--- src/rtl/tri_dispatch_ctrl.sv ---
// Round-robin dispatcher: two triangle sources share one rasterizer over valid/ack; optional ack watchdog under TRI_DISPATCH_TIMEOUT_EN.
// Latency: ready seen in IDLE -> tri_valid 2 cycles later; triangle held until rast_ack, 3 cycles minimum per triangle.
module tri_dispatch_ctrl #(
  parameter int DATA_W      = 96,
  parameter int CNT_W       = 16,
  parameter int TIMEOUT_CYC = 1024
) (
  input  logic                clk,
  input  logic                rst_n,
  input  logic                s0_ready,
  input  logic [6*DATA_W-1:0] s0_tri,
  output logic                s0_dequeue,
  input  logic                s1_ready,
  input  logic [6*DATA_W-1:0] s1_tri,
  output logic                s1_dequeue,
  output logic                tri_valid,
  output logic [3*DATA_W-1:0] tri_vtx,
  output logic [3*DATA_W-1:0] tri_col,
  output logic                tri_src,
  input  logic                rast_ack,
  output logic [CNT_W-1:0]    tri_count,
  output logic                timeout_err
);

  localparam int TRI_W = 3*DATA_W;

  typedef enum logic [1:0] {IDLE = 2'd0, LOAD = 2'd1, DISPATCH = 2'd2} state_e;

  state_e             state_q, state_d;
  logic               grant_q, grant_d;
  logic               last_grant_q, last_grant_d;
  logic               tri_src_q, tri_src_d;
  logic               s0_deq_q, s0_deq_d;
  logic               s1_deq_q, s1_deq_d;
  logic               tri_valid_q, tri_valid_d;
  logic [TRI_W-1:0]   tri_vtx_q, tri_vtx_d;
  logic [TRI_W-1:0]   tri_col_q, tri_col_d;
  logic [CNT_W-1:0]   tri_count_q, tri_count_d;
  logic [2*TRI_W-1:0] sel_tri;

  assign sel_tri = grant_q ? s1_tri : s0_tri;

`ifdef TRI_DISPATCH_TIMEOUT_EN
  localparam int TO_W = $clog2(TIMEOUT_CYC + 1);

  logic [TO_W-1:0] to_cnt_q, to_cnt_d;
  logic            timeout_err_q, timeout_err_d;
  logic            to_hit;

  // Last un-acked DISPATCH cycle: the increment here would reach the limit.
  assign to_hit = (to_cnt_q == TO_W'(TIMEOUT_CYC - 1));
`endif

  always_comb begin
    state_d      = state_q;
    grant_d      = grant_q;
    last_grant_d = last_grant_q;
    tri_src_d    = tri_src_q;
    s0_deq_d     = s0_deq_q;
    s1_deq_d     = s1_deq_q;
    tri_valid_d  = tri_valid_q;
    tri_vtx_d    = tri_vtx_q;
    tri_col_d    = tri_col_q;
    tri_count_d  = tri_count_q;
`ifdef TRI_DISPATCH_TIMEOUT_EN
    to_cnt_d      = to_cnt_q;
    timeout_err_d = timeout_err_q;
`endif
    case (state_q)
      IDLE: begin
        if (s0_ready || s1_ready) begin
          // Contention goes to whichever source was not served last.
          grant_d = (s0_ready && s1_ready) ? ~last_grant_q : s1_ready;
          state_d = LOAD;
        end
      end
      LOAD: begin
        tri_vtx_d   = sel_tri[TRI_W-1:0];
        tri_col_d   = sel_tri[2*TRI_W-1:TRI_W];
        tri_src_d   = grant_q;
        s0_deq_d    = ~grant_q;
        s1_deq_d    = grant_q;
        tri_valid_d = 1'b1;
        state_d     = DISPATCH;
`ifdef TRI_DISPATCH_TIMEOUT_EN
        to_cnt_d    = '0;
`endif
      end
      DISPATCH: begin
        s0_deq_d = 1'b0;
        s1_deq_d = 1'b0;
        if (rast_ack) begin
          tri_valid_d  = 1'b0;
          tri_count_d  = tri_count_q + 1'b1;
          last_grant_d = tri_src_q;
          state_d      = IDLE;
        end
`ifdef TRI_DISPATCH_TIMEOUT_EN
        else if (to_hit) begin
          tri_valid_d   = 1'b0;
          timeout_err_d = 1'b1;
          last_grant_d  = tri_src_q;
          state_d       = IDLE;
        end else begin
          to_cnt_d = to_cnt_q + 1'b1;
        end
`endif
      end
      default: state_d = IDLE;
    endcase
  end

  always_ff @(posedge clk or negedge rst_n) begin
    if (!rst_n) begin
      state_q      <= IDLE;
      grant_q      <= 1'b0;
      last_grant_q <= 1'b1;
      tri_src_q    <= 1'b0;
      s0_deq_q     <= 1'b0;
      s1_deq_q     <= 1'b0;
      tri_valid_q  <= 1'b0;
      tri_vtx_q    <= '0;
      tri_col_q    <= '0;
      tri_count_q  <= '0;
    end else begin
      state_q      <= state_d;
      grant_q      <= grant_d;
      last_grant_q <= last_grant_d;
      tri_src_q    <= tri_src_d;
      s0_deq_q     <= s0_deq_d;
      s1_deq_q     <= s1_deq_d;
      tri_valid_q  <= tri_valid_d;
      tri_vtx_q    <= tri_vtx_d;
      tri_col_q    <= tri_col_d;
      tri_count_q  <= tri_count_d;
    end
  end

`ifdef TRI_DISPATCH_TIMEOUT_EN
  always_ff @(posedge clk or negedge rst_n) begin
    if (!rst_n) begin
      to_cnt_q      <= '0;
      timeout_err_q <= 1'b0;
    end else begin
      to_cnt_q      <= to_cnt_d;
      timeout_err_q <= timeout_err_d;
    end
  end

  assign timeout_err = timeout_err_q;
`else
  // No watchdog in this build: the flag can never rise, the limit only keeps the interface identical.
  assign timeout_err = (TIMEOUT_CYC < 0);
`endif

  assign s0_dequeue = s0_deq_q;
  assign s1_dequeue = s1_deq_q;
  assign tri_valid  = tri_valid_q;
  assign tri_vtx    = tri_vtx_q;
  assign tri_col    = tri_col_q;
  assign tri_src    = tri_src_q;
  assign tri_count  = tri_count_q;

endmodule
--- config.mk ---
export PLATFORM = sky130hd
export DESIGN_NAME = tri_dispatch_ctrl
export DESIGN_NICKNAME = d
export VERILOG_FILES = /design/src/rtl/tri_dispatch_ctrl.sv
export SDC_FILE = /design/constraint.sdc
export NUM_CORES = 1
export LEC_CHECK = 0
export BUFFER_PORTS_ARGS = -buffer_cell sky130_fd_sc_hd__buf_2
export CORE_AREA = 2 2 685 687
export DETAILED_ROUTE_END_ITERATION = 12
export DIE_AREA = 0 0 687 689
export HOLD_SLACK_MARGIN = 0.12
export PLACE_DENSITY_LB_ADDON = 0.2
export SKIP_LAST_GASP = 1
export SLEW_MARGIN = 5
export SYNTH_ARGS = -nofsm -noshare
export SYNTH_HDL_FRONTEND = slang
export SYNTH_SLANG_ARGS = --single-unit
--- constraint.sdc ---
create_clock -name clk -period 4.2 [get_ports clk]
set_clock_uncertainty 0.05 [all_clocks]
set_input_delay 0 -clock clk [delete_from_list [all_inputs] [get_ports clk]]
set_output_delay 0 -clock clk [all_outputs]
set_load 0.01 [all_outputs]
==> results of run 1 <==
[kinds of logic after synthesis]
kind of cell | Yosys count | share of synthesized area [%]
buffers and inverters | 199 | 3.815
other | 1 | 0.01373
muxes | 580 | 21.27
DFF | 600 | 54.97
and+or+nand+nor | 610 | 8.556
adders and majority gates | 4 | 0.1832
xor gates and xnor gates | 15 | 0.4809
AOI/OAI and AO/OA | 583 | 10.71
[per-stage QoR]
step	cell area [sq um]	worst slack [ns]	util, %	std cells	hold WS [ns]
after floorplan	27320	2.644	-	2592	-0.3456
after global placement	43750	1.477	9.387	10430	0.06525
after detailed placement	43750	1.433	9.387	10430	0.08896
==> results.yml, run 1 <==
synthesis:
  synth_area_sq_um: 27320
  synth_top_area_share_pct: 54.87
  synth_cells: 2592
  synth_seq_cells: 600
  yosysMostFrequentCell: "dfrtp_1"
  yosysTopAreaCell: "dfrtp_1"
  avgSynthCellArea_sq_um: 10.54
  ys_top_cells_by_count: "dfrtp_1 (599), nor2_1 (585), a21oi_1 (577)"
  syn_nets: 3753
  synth_edf_count: 0
  synthTopCellsByArea: "dfrtp_1 (55%), mux2i_1 (21%), a21oi_1 (11%)"
  yosysUniqueCellTypes: 30
  yosys_most_used_dff: "dfrtp_1"
  synth-seq-area-share_pct: 54.97
  synthArstFlopShare_pct: 100.0
  ys_warn_count: 0
cts:
  h-tree-depth: 3
  root_buffer: "clkbuf_16"
  cts_inserted_buffers: 93
  postCtsHoldBufs: 2120
  cts.sinks: 600
  cts_resized: 0
  cts_buffer_depth: 4
  cts_setup_buffers: 0
place:
  gp_congestion: 0.9590
  post-dp-hpwl_um: 284400
  portBuffers: 1752
die:
  rows: 251
  dieHeight_um: 689
  initial_core_util_pct: 5.861
  fp.dieW_um: 687
  boundaryPins: 1754
outcome:
  status: "stopped before the end"
  error: "[ERROR RSZ-0060] Max buffer count reached."
  failing_step: "clock tree synthesis"
==> run 2: changes to the inputs <==
--- a/config.mk
+++ b/config.mk
@@ -6,11 +6,10 @@
 export NUM_CORES = 1
 export LEC_CHECK = 0
 export BUFFER_PORTS_ARGS = -buffer_cell sky130_fd_sc_hd__buf_2
-export CORE_AREA = 2 2 685 687
+export CORE_AREA = 2 2 689 691
 export DETAILED_ROUTE_END_ITERATION = 12
-export DIE_AREA = 0 0 687 689
-export HOLD_SLACK_MARGIN = 0.12
-export PLACE_DENSITY_LB_ADDON = 0.2
+export DIE_AREA = 0 0 691 693
+export PLACE_DENSITY_LB_ADDON = 0.15
 export SKIP_LAST_GASP = 1
 export SLEW_MARGIN = 5
 export SYNTH_ARGS = -nofsm -noshare
==> run 2 against run 1 <==
Effect of this change:
- the run now ends clean
- synthesized cell count unchanged
- area after synthesis is the same
==> results.yml, run 2 <==
outcome:
  status: "completed"
finish:
  area_growth_pct: 145.7
  multiInputGateArea_sq_um: 11270
  regArea_sq_um: 15020
  final_nets: 7478
  n_fill_cell: 54170
  layout_common_cells: "dlygate4sd3_1 (1963), buf_2 (1751), dfrtp_1 (598)"
  drive_gt1_share_pct: 31.64
  final_common_cell: "dlygate4sd3_1"
  final_area_sq_um: 67110
die:
  boundaryPins: 1754
  dieArea_sq_um: 478900
  dieHeight_um: 693
  rows: 253
  initial_core_util_pct: 5.784
  core_area_sq_um: 472300
  fp.dieW_um: 691
synthesis:
  synth-seq-area-share_pct: 54.97
  yosysMostFrequentCell: "dfrtp_1"
  ys_top_cells_by_count: "dfrtp_1 (599), nor2_1 (585), a21oi_1 (577)"
  synth_top_area_share_pct: 54.87
  yosysTopAreaCell: "dfrtp_1"
  synth_seq_cells: 600
  synthTopCellsByArea: "dfrtp_1 (55%), mux2i_1 (21%), a21oi_1 (11%)"
  avgSynthCellArea_sq_um: 10.54
  ys_warn_count: 0
  synth_edf_count: 0
  synth_cells: 2592
  yosysUniqueCellTypes: 30
  synthArstFlopShare_pct: 100.0
  synth_area_sq_um: 27320
  syn_nets: 3753
  yosys_most_used_dff: "dfrtp_1"
drt:
  wirelength_um: 333000
  ant_nets: 0
  firstDrtPassIters: 5
  via_per_inst: 2.841
  drc_errors: 0
  wl_per_cell_um: 26.27
  drt_iter0_markers: 1410
  num_vias: 36010
setup_path:
  cp.arrival_ns: 4.15
  end_kind: "flop"
  required_ns: 4.86
  cp_max_fo: 33
  critPathLaunchType: "flop"
  critPathKind: "reg2reg"
pwr:
  intPower_mw: 26.42
  switchingPower_mw: 22.80
  seqPwrFrac_pct: 22.4
  cellLeakagePower_nw: 29.32
  ir_worst_vdd_v: 0.0003341
  swShare_pct: 46.32
  power_frac_comb_pct: 59.0
  power.density_nw_per_um2: 733.3
  clockPowerShare_pct: 18.6
place:
  gp_congestion: 0.9498
  placed_area_sq_um: 43880
  portBuffers: 1752
  post-dp-hpwl_um: 286000
cts:
  cts_resized: 0
  postCtsHoldBufs: 1964
  cts_setup_buffers: 0
  cts_buffer_depth: 4
  clkLatencyLatePin_ns: 0.83
  h-tree-depth: 3
  clk_pin_slew_ns: 0.06
  cts.sinks: 600
  cts_inserted_buffers: 103
  cts_tree: "built"
  root_buffer: "clkbuf_16"
sta:
  rsz0062_at_grt: "false"
  hold_viol: 0
  slew_viol_final: 0
  setup_viol: 0
  holdWs_ns: 0.05376
  min_period_ns: 3.490
  fmax_mhz: 286.5
  setup_tns_ns: 0
  fin_crit_sh_pct: 83.09
  timing.slew.headroom_pct: 43.90
  worstMarginPinSlew_ns: 0.8416
global_routing:
  grt_pass1_wl_um: 419200
  grt_usage_pct: 13.48
  antenna_found_initial: 137
  grt-ovfl-total: 0
  grt_max_degree: 131
  grt_pass1_vias: 38780
job:
  maxCapViolCount: 0
worst_hold_path:
  hp-class: "in2async"
## run 2: cell counts after synthesis
No cell type changed its count.
## run 2: cells by family after synthesis
family	count (synthesis)	share of synthesized area, %
AND/OR/NAND/NOR	610	8.556
other	1	0.01373
XOR/XNOR	15	0.4809
multiplexers	580	21.27
buffers and inverters	199	3.815
adder cells (fa/ha/maj)	4	0.1832
flip-flops	600	54.97
AO/OA/AOI/OAI	583	10.71
## run 2: per-stage QoR
step | power (mW) | utilization, % | worst slack [ns] | cells
4_1_cts | 51.04 | 14.19 | 0.5713 | 12640
3_5_place_dp | 34.28 | 9.290 | 1.458 | 10500
6_report | 49.21 | 14.21 | 0.7101 | 12680
5_1_grt | 53.06 | 14.19 | 0.4766 | 12650
2_1_floorplan | 19.27 | - | 2.644 | 2592
3_3_place_gp | 34.33 | 9.290 | 1.483 | 10500
## run 2: worst max-delay path: stages, from the launching register on
cell           delay [ns]
dfrtp_4              0.88
buf_12               0.32
buf_4                0.31
buf_4                0.27
mux2i_1              0.21
dlygate4sd3_1        0.57
a21oi_1              0.07
dlygate4sd3_1        0.61
## run 2: layer usage
metal  routed length, um  GRT usage, %  vias to the layer above
li1                    -             -                    16580
met1              111200         12.91                    17580
met2              162800         23.72                     1375
met3               47220         8.718                      400
met4               11360         3.727                       82
met5                 528             0                        -
## run 2: final timing paths
| check | endpoint | slack [ns] | startpoint | depth (start not counted) |
|---|---|---|---|---|
| worst min register to register | tri_count[15] | 0.43 | tri_count[15] | 1 |
| min in group clk | tri_col[217] | 0.08 | s1_tri[505] | 4 |
| max in group asynchronous | tri_col[121] | 3.26 | rst_n | 3 |
| worst min-delay path | tri_col[33] | 0.05 | rst_n | 3 |
| worst max-delay path | tri_vtx[73] | 0.71 | grant_q | 7 |
| worst max register to register | tri_vtx[73] | 0.71 | grant_q | 7 |
## run 2: layout make-up
| type | instances | share of cell area, % |
|---|---|---|
| Sequential cell | 600 | 22.38 |
| Inverter | 5 | 0.02797 |
| Clock inverter | 34 | 0.6339 |
| Antenna cell | 36 | 0.1342 |
| Clock buffer | 147 | 4.527 |
| Multi-Input combinational cell | 1793 | 16.80 |
| Timing Repair Buffer | 3814 | 43.85 |
| Tap cell | 6247 | 11.65 |
## run 2: power groups by stage
stage          clock, mW  combinational [mW]  sequential, mW
4_1_cts             9.70                30.2            11.1
2_1_floorplan          0                7.85            11.4
6_report            9.18                29.0            11.0
3_5_place_dp           0                23.1            11.1
5_1_grt             9.82                31.8            11.4
3_3_place_gp           0                23.2            11.2
(Power assumes the default switching activity.)
